File: src/rtl/pipe_reg_bank_if.sv
// Handshake bundle for pipe_reg_bank: upstream valid/ready/data,
// downstream valid/ready/data, plus enable, flush and occupancy.
//   master: producer/consumer side (drives en, flush, in_*, out_ready)
//   slave : the register bank (drives in_ready, out_valid, out_data, occupancy)
interface pipe_reg_bank_if #(
    parameter int WIDTH = 32,
    parameter int DEPTH = 2
);
    localparam int OCC_W = $clog2(DEPTH + 1);

    logic             en;
    logic             flush;
    logic             in_valid;
    logic             in_ready;
    logic [WIDTH-1:0] in_data;
    logic             out_valid;
    logic             out_ready;
    logic [WIDTH-1:0] out_data;
    logic [OCC_W-1:0] occupancy;

    modport master (
        output en,
        output flush,
        output in_valid,
        output in_data,
        output out_ready,
        input  in_ready,
        input  out_valid,
        input  out_data,
        input  occupancy
    );

    modport slave (
        input  en,
        input  flush,
        input  in_valid,
        input  in_data,
        input  out_ready,
        output in_ready,
        output out_valid,
        output out_data,
        output occupancy
    );
endinterface

File: src/rtl/pipe_reg_bank.sv
// DEPTH-deep, WIDTH-wide elastic pipeline register bank with bubble
// collapsing, global enable, synchronous flush and registered occupancy.
// Ports: clk, rst (async, active-high), bus (pipe_reg_bank_if.slave).
// NEG_EDGE selects the capturing clock edge (1 = falling, 0 = rising).
module pipe_reg_bank #(
    parameter int               WIDTH     = 32,
    parameter int               DEPTH     = 2,
    parameter logic [WIDTH-1:0] RESET_VAL = '0,
    parameter bit               NEG_EDGE  = 1'b1
) (
    input  logic           clk,
    input  logic           rst,
    pipe_reg_bank_if.slave bus
);
    localparam int OCC_W = $clog2(DEPTH + 1);

    logic [DEPTH-1:0] v;
    logic [DEPTH-1:0] v_nxt;
    logic [DEPTH-1:0] adv;
    logic [DEPTH-1:0] load;
    logic [WIDTH-1:0] d     [DEPTH];
    logic [WIDTH-1:0] d_nxt [DEPTH];
    logic [OCC_W-1:0] occ;
    logic [OCC_W-1:0] occ_nxt;
    logic             in_ready;
    logic             in_fire;
    logic             out_fire;

    // Advance chain, walked from the output side. "room" is whether the
    // slot downstream of stage k will be free at the edge; for the last
    // stage that is simply out_ready.
    always_comb begin
        logic room;
        logic a;
        room = bus.out_ready;
        a    = 1'b0;
        adv  = '0;
        for (int k = DEPTH - 1; k >= 0; k--) begin
            a      = bus.en & v[k] & room;
            adv[k] = a;
            room   = ~v[k] | a;
        end
    end

    // rst gates in_ready so nothing is offered as accepted while the
    // bank is held in reset.
    assign in_ready = ~rst & bus.en & ~bus.flush & (~v[0] | adv[0]);
    assign in_fire  = bus.in_valid & in_ready;
    assign out_fire = adv[DEPTH-1] & ~bus.flush;

    always_comb begin
        load    = '0;
        load[0] = in_fire;
        for (int k = 1; k < DEPTH; k++) begin
            load[k] = adv[k-1];
        end
    end

    always_comb begin
        v_nxt = v;
        for (int k = 0; k < DEPTH; k++) begin
            d_nxt[k] = d[k];
        end
        if (bus.flush) begin
            v_nxt = '0;
            for (int k = 0; k < DEPTH; k++) begin
                d_nxt[k] = RESET_VAL;
            end
        end else begin
            if (load[0]) begin
                v_nxt[0] = 1'b1;
                d_nxt[0] = bus.in_data;
            end else if (adv[0]) begin
                v_nxt[0] = 1'b0;
            end
            for (int k = 1; k < DEPTH; k++) begin
                if (load[k]) begin
                    v_nxt[k] = 1'b1;
                    d_nxt[k] = d[k-1];
                end else if (adv[k]) begin
                    v_nxt[k] = 1'b0;
                end
            end
        end
    end

    // Occupancy is kept as its own counter rather than a popcount so the
    // output is a clean register; it moves by at most one per edge.
    always_comb begin
        occ_nxt = occ;
        if (bus.flush) begin
            occ_nxt = '0;
        end else begin
            unique case ({in_fire, out_fire})
                2'b10:   occ_nxt = occ + OCC_W'(1);
                2'b01:   occ_nxt = occ - OCC_W'(1);
                default: occ_nxt = occ;
            endcase
        end
    end

    generate
        if (NEG_EDGE) begin : g_neg
            always_ff @(negedge clk or posedge rst) begin
                if (rst) begin
                    v   <= '0;
                    occ <= '0;
                    for (int k = 0; k < DEPTH; k++) begin
                        d[k] <= RESET_VAL;
                    end
                end else begin
                    v   <= v_nxt;
                    occ <= occ_nxt;
                    for (int k = 0; k < DEPTH; k++) begin
                        d[k] <= d_nxt[k];
                    end
                end
            end
        end else begin : g_pos
            always_ff @(posedge clk or posedge rst) begin
                if (rst) begin
                    v   <= '0;
                    occ <= '0;
                    for (int k = 0; k < DEPTH; k++) begin
                        d[k] <= RESET_VAL;
                    end
                end else begin
                    v   <= v_nxt;
                    occ <= occ_nxt;
                    for (int k = 0; k < DEPTH; k++) begin
                        d[k] <= d_nxt[k];
                    end
                end
            end
        end
    endgenerate

    assign bus.in_ready  = in_ready;
    assign bus.out_valid = v[DEPTH-1];
    assign bus.out_data  = d[DEPTH-1];
    assign bus.occupancy = occ;
endmodule

File: src/flat_wrapper.sv
// flat-port wrapper written by rule: the top's interface ports become plain ports
module pipe_reg_bank_flat 
#(
    parameter int               WIDTH     = 32,
    parameter int               DEPTH     = 2,
    parameter logic [WIDTH-1:0] RESET_VAL = '0,
    parameter bit               NEG_EDGE  = 1'b1
)
  (clk, rst, bus_en, bus_flush, bus_in_valid, bus_in_data, bus_out_ready, bus_in_ready, bus_out_valid, bus_out_data, bus_occupancy);
  pipe_reg_bank_if #(.WIDTH(WIDTH), .DEPTH(DEPTH)) bus_i ();
  input  logic clk;
  input  logic rst;
  input wire logic [$bits(bus_i.en)-1:0] bus_en;
  input wire logic [$bits(bus_i.flush)-1:0] bus_flush;
  input wire logic [$bits(bus_i.in_valid)-1:0] bus_in_valid;
  input wire logic [$bits(bus_i.in_data)-1:0] bus_in_data;
  input wire logic [$bits(bus_i.out_ready)-1:0] bus_out_ready;
  output wire logic [$bits(bus_i.in_ready)-1:0] bus_in_ready;
  output wire logic [$bits(bus_i.out_valid)-1:0] bus_out_valid;
  output wire logic [$bits(bus_i.out_data)-1:0] bus_out_data;
  output wire logic [$bits(bus_i.occupancy)-1:0] bus_occupancy;
  assign bus_i.en = bus_en;
  assign bus_i.flush = bus_flush;
  assign bus_i.in_valid = bus_in_valid;
  assign bus_i.in_data = bus_in_data;
  assign bus_i.out_ready = bus_out_ready;
  assign bus_in_ready = bus_i.in_ready;
  assign bus_out_valid = bus_i.out_valid;
  assign bus_out_data = bus_i.out_data;
  assign bus_occupancy = bus_i.occupancy;
  pipe_reg_bank #(.WIDTH(WIDTH), .DEPTH(DEPTH), .RESET_VAL(RESET_VAL), .NEG_EDGE(NEG_EDGE)) u_core (.clk(clk), .rst(rst), .bus(bus_i));
endmodule
File: config.mk
export PLATFORM = sky130hd
export DESIGN_NAME = pipe_reg_bank_flat
export DESIGN_NICKNAME = d
export VERILOG_FILES = /design/src/rtl/pipe_reg_bank_if.sv /design/src/rtl/pipe_reg_bank.sv /design/src/flat_wrapper.sv
export SDC_FILE = /design/constraint.sdc
export NUM_CORES = 1
export LEC_CHECK = 0
export CORE_UTILIZATION = 53
export CTS_CLUSTER_DIAMETER = 30
export DETAILED_ROUTE_END_ITERATION = 16
export PLACE_DENSITY = 0.85
export SLEW_MARGIN = 20
export SYNTH_ARGS = -nofsm -noshare
export SYNTH_HDL_FRONTEND = slang
export SYNTH_SLANG_ARGS = --single-unit
File: constraint.sdc
create_clock -name clk -period 4.85 [get_ports clk]
set_input_delay 0.7275 -clock clk [delete_from_list [all_inputs] [get_ports clk]]
set_output_delay 0.7275 -clock clk [all_outputs]
set_load 0.005 [all_outputs]
== After elaboration in Yosys (flattened, before gate mapping) ==
Cells that the tools add are included.

* Register bits after elaboration: 68
* Bits of input ports: 38
* Output and inout bits: 36
* Logic and storage cells: 39

* Add/subtract/negate cells: 2
* Eq/ne operators: 2
* Multiplexer cells: 10
* Bitwise operators: 15
* Reductions and logical operators: 5

{| class="wikitable"
|+ Operators by type and width
! kind !! number
|-
| $mux W32 || 2
|-
| $mux W64 || 1
|-
| $and A1 B1 Y1 || 9
|-
| $reduce_bool A3 Y1 || 3
|-
| $mux W1 || 4
|-
| $mux W2 || 2
|-
| $not A1 Y1 || 4
|-
| $pmux W2 S2 || 1
|-
| $reduce_bool A2 Y1 || 2
|-
| $add A2 B1 Y2 const B || 1
|-
| $eq A2 B1 Y1 const B || 1
|-
| $eq A2 B2 Y1 const B || 1
|-
| $or A1 B1 Y1 || 2
|-
| $sub A2 B1 Y2 const B || 1
|}

== Longest topological paths before layout ==
Gate-level depths: netlist of run 1.

* Depth in word-level cells: 10
* Mapped depth: 6
* Mapped depth without buffers: 4

==> results of run 1 <==
## routing by layer
layer / GRT usage, % / up-vias / wire length, um
li1: - / 967 / -
met2: 37.03 / 83 / 3049
met1: 26.24 / 998 / 2347
met3: 4.671 / 15 / 333
met5: 0 / - / 0
met4: 10.58 / 0 / 105
## final cells by class
| class | count | share of cell area, % |
|---|---|---|
| inverter | 1 | 0.1002 |
| multi-input combinational | 152 | 24.89 |
| timing repair buffer | 82 | 22.32 |
| tap | 70 | 2.339 |
| clock buffer | 13 | 3.976 |
| sequential | 68 | 45.44 |
| clock inverter | 2 | 0.9355 |
## stage by stage
step	TNS (ns)	cells	util [%]	power, uW
detailed placement	-0.8610	373	67.99	690.3
global placement	0	373	67.99	687.4
floorplan	0	271	-	639.4
finish	0	388	71.50	1115
global route	0	388	71.50	1165
CTS	0	388	71.50	1128
## registers in the layout (all words and copies together), names as in the netlist
register and cells:
u_core.bus.out_data 32, u_core.d 32, u_core.bus.occupancy 2, u_core.v 2
## power by group
part	leakage [uW]	total (uW)	internal (uW)	switching (uW)
sequential	0.000942	590	583	7.69
combinational	0.000782	89.5	48.3	41.2
clock	0.0000935	435	249	187
## Yosys cell counts (2+ instances only)
library cell | number | share of area, %
nand2_1 | 67 | 8.5
clkbuf_1 | 4 | 0.51
a22o_1 | 32 | 9.5
nor2_1 | 6 | 0.76
nand3b_1 | 32 | 8.1
buf_2 | 14 | 2.4
nand3_1 | 2 | 0.34
buf_4 | 32 | 8.1
dfrtn_1 | 68 | 58
## worst reg2reg max path, delay by kind of cell, from the launching register on
| kind | cells | cell delay (ns) |
|---|---|---|
| compound gates | 2 | 1.09 |
| flops | 1 | 0.48 |
| simple gates | 1 | 0.14 |
## logic make-up after synthesis
logic type	Yosys count	synth area share [%]
xor gates and xnor gates	2	0.5936
and+or+nand+nor	114	19.71
muxes	2	0.7206
DFF	68	57.65
buffers and inverters	51	11.15
AOI/OAI and AO/OA	34	10.17
## path summary, 6_finish.rpt
path | start | to | cells past startpoint
max in group asynchronous | rst | u_core.bus.out_data[10] | 3
setup / recovery | u_core.v[0] | bus_in_ready | 3
hold reg to reg | u_core.d[56] | u_core.bus.out_data[24] | 1
hold / removal | u_core.d[56] | u_core.bus.out_data[24] | 1
min in group asynchronous | rst | u_core.bus.out_data[30] | 3
setup reg to reg | u_core.v[1] | u_core.bus.out_data[0] | 3
==> metrics.md, run 1 <==
| Metric | Value |
|---|---|
| CTS buffer count | 9 |
| MaxCap Viol Count | 0 |
| Pre-CTS WS | -0.05026 ns |
| Multi-input gate area | 932.1 sq um |
| CP Launch Type | flip-flop |
| Routability congestion estimate | 0.7287 |
| CTS max path bufs | 2 |
| Delay-heaviest family, CP | flip-flops |
| Seq cells post-synth | 68 |
| Starting Density | 56.35% |
| Crit end category | output port |
| Synth unique cells | 23 |
| GR Overflow Total | 0 |
| Critical-path cell list | nand3b_2 > and3_1 > clkdlybuf4s50_1 |
| Avg Vias per Cell | 5.317 |
| Via count | 2,063 |
| Synth Warn # | 0 |
| CTS tree | yes |
| # fillers | 390 |
| RSZ-0062 raised after global routing | no |
| Worst slew pin tran | 0.9573 ns |
| Syn Nets | 309 |
| Num rows | 26 |
| Prevailing post-synth register cell | dfrtn_1 |
| Number of gates resized after cts | 0 |
| Final #Nets | 352 |
| Rel. slew slack | 36.18% |
| Max Fanout on Critical Path | 5 |
| Static leakage | 0.001817 uW |
| Hold Violations, Final | 0 |
| Most common library cell in the layout ignoring fill and taps | clkdlybuf4s50_1 |
| Most frequent cells in the layout | 73 x clkdlybuf4s50_1, 68 x dfrtn_1, 67 x nand2_1 |
| Worst Path Required | 4.12 ns |
| Initial antenna violation count | 0 |
| Setup violations, final | 0 |
| DRT Pass-1 Iters | 5 |
| Status | complete, no violations |
| Core area | 5238 sq um |
| First-pass GRT wire length | 9894 um |
| DP Area | 3561 sq um |
| R2r setup slk | 3.17 ns |
| Mean Syn Cell Area | 10.89 sq um |
| Clk Latency, worst-skew pair | 0.32 ns |
| Worst Skew | 0.005836 ns |
| VDD IR max | 0.0002669 V |
| Final slew viol count | 0 |
| Largest net degree at the start of global routing | 69 |
| Synthesized cell area | 2952 sq um |
| Initial DRC count | 104 |
| Port-buffer cells | 73 |
| PnR worst setup slack | 0.1167 ns |
| Drt total wl | 5835 um |
| # Post-CTS Setup Buffers | 0 |
| Antenna Violating Nets Remaining | 0 |
| CP arrival | 4.01 ns |
| Drt drc | 0 |
| Layout cells sized above 1 | 8.176% |
| Number of global-route vias before repair | 2,125 |
| Post-DP HPWL | 3851 um |
| WL per Instance | 15.04 um |
| Post-cts hold buffer count | 0 |
| I/O pin cnt | 74 |
| Hold/Removal Path Class | flip-flop to flip-flop |
| Final Hold Slack | 0.4337 ns |
| Worst-path clk slew | 0.05 ns |
| Number of synthesized flops with an enable pin | 0 |
| Ys async rst share | 100.0% |
| Clk sinks | 68 |
| Worst setup path class | flip-flop to output port |
| Total die area | 5871 sq um |
| Largest stage delay, worst path | 0.52 ns |
| Die width | 76.63 um |
| Seq/Total Area, Yosys | 57.65% |
| Clock Root Buffer | clkbuf_8 |
| Buf+Inv Stages, Crit Path | 1 |
| H-Tree Depth | 3 |
| CP max-delay cell | dfrtn_1 |
| FF+latch area | 1702 sq um |
| Die height | 76.63 um |
| Overall Global Routing Usage | 21.78% |
| Post-synthesis cell count | 271 |
| Area growth syn-to-layout | 26.88% |
| Power Density | 297.8 nW/um^2 |
| Post-route cell area | 3745 sq um |
| Antenna diode instance count | 0 |
(Power assumes the default switching activity.)
==> run 2: changes to the inputs <==
Settings changed: CTS_CLUSTER_DIAMETER 30 to 120.
==> results of run 2 <==
The final DEF is identical to that of run 1; final timing and power are the same.
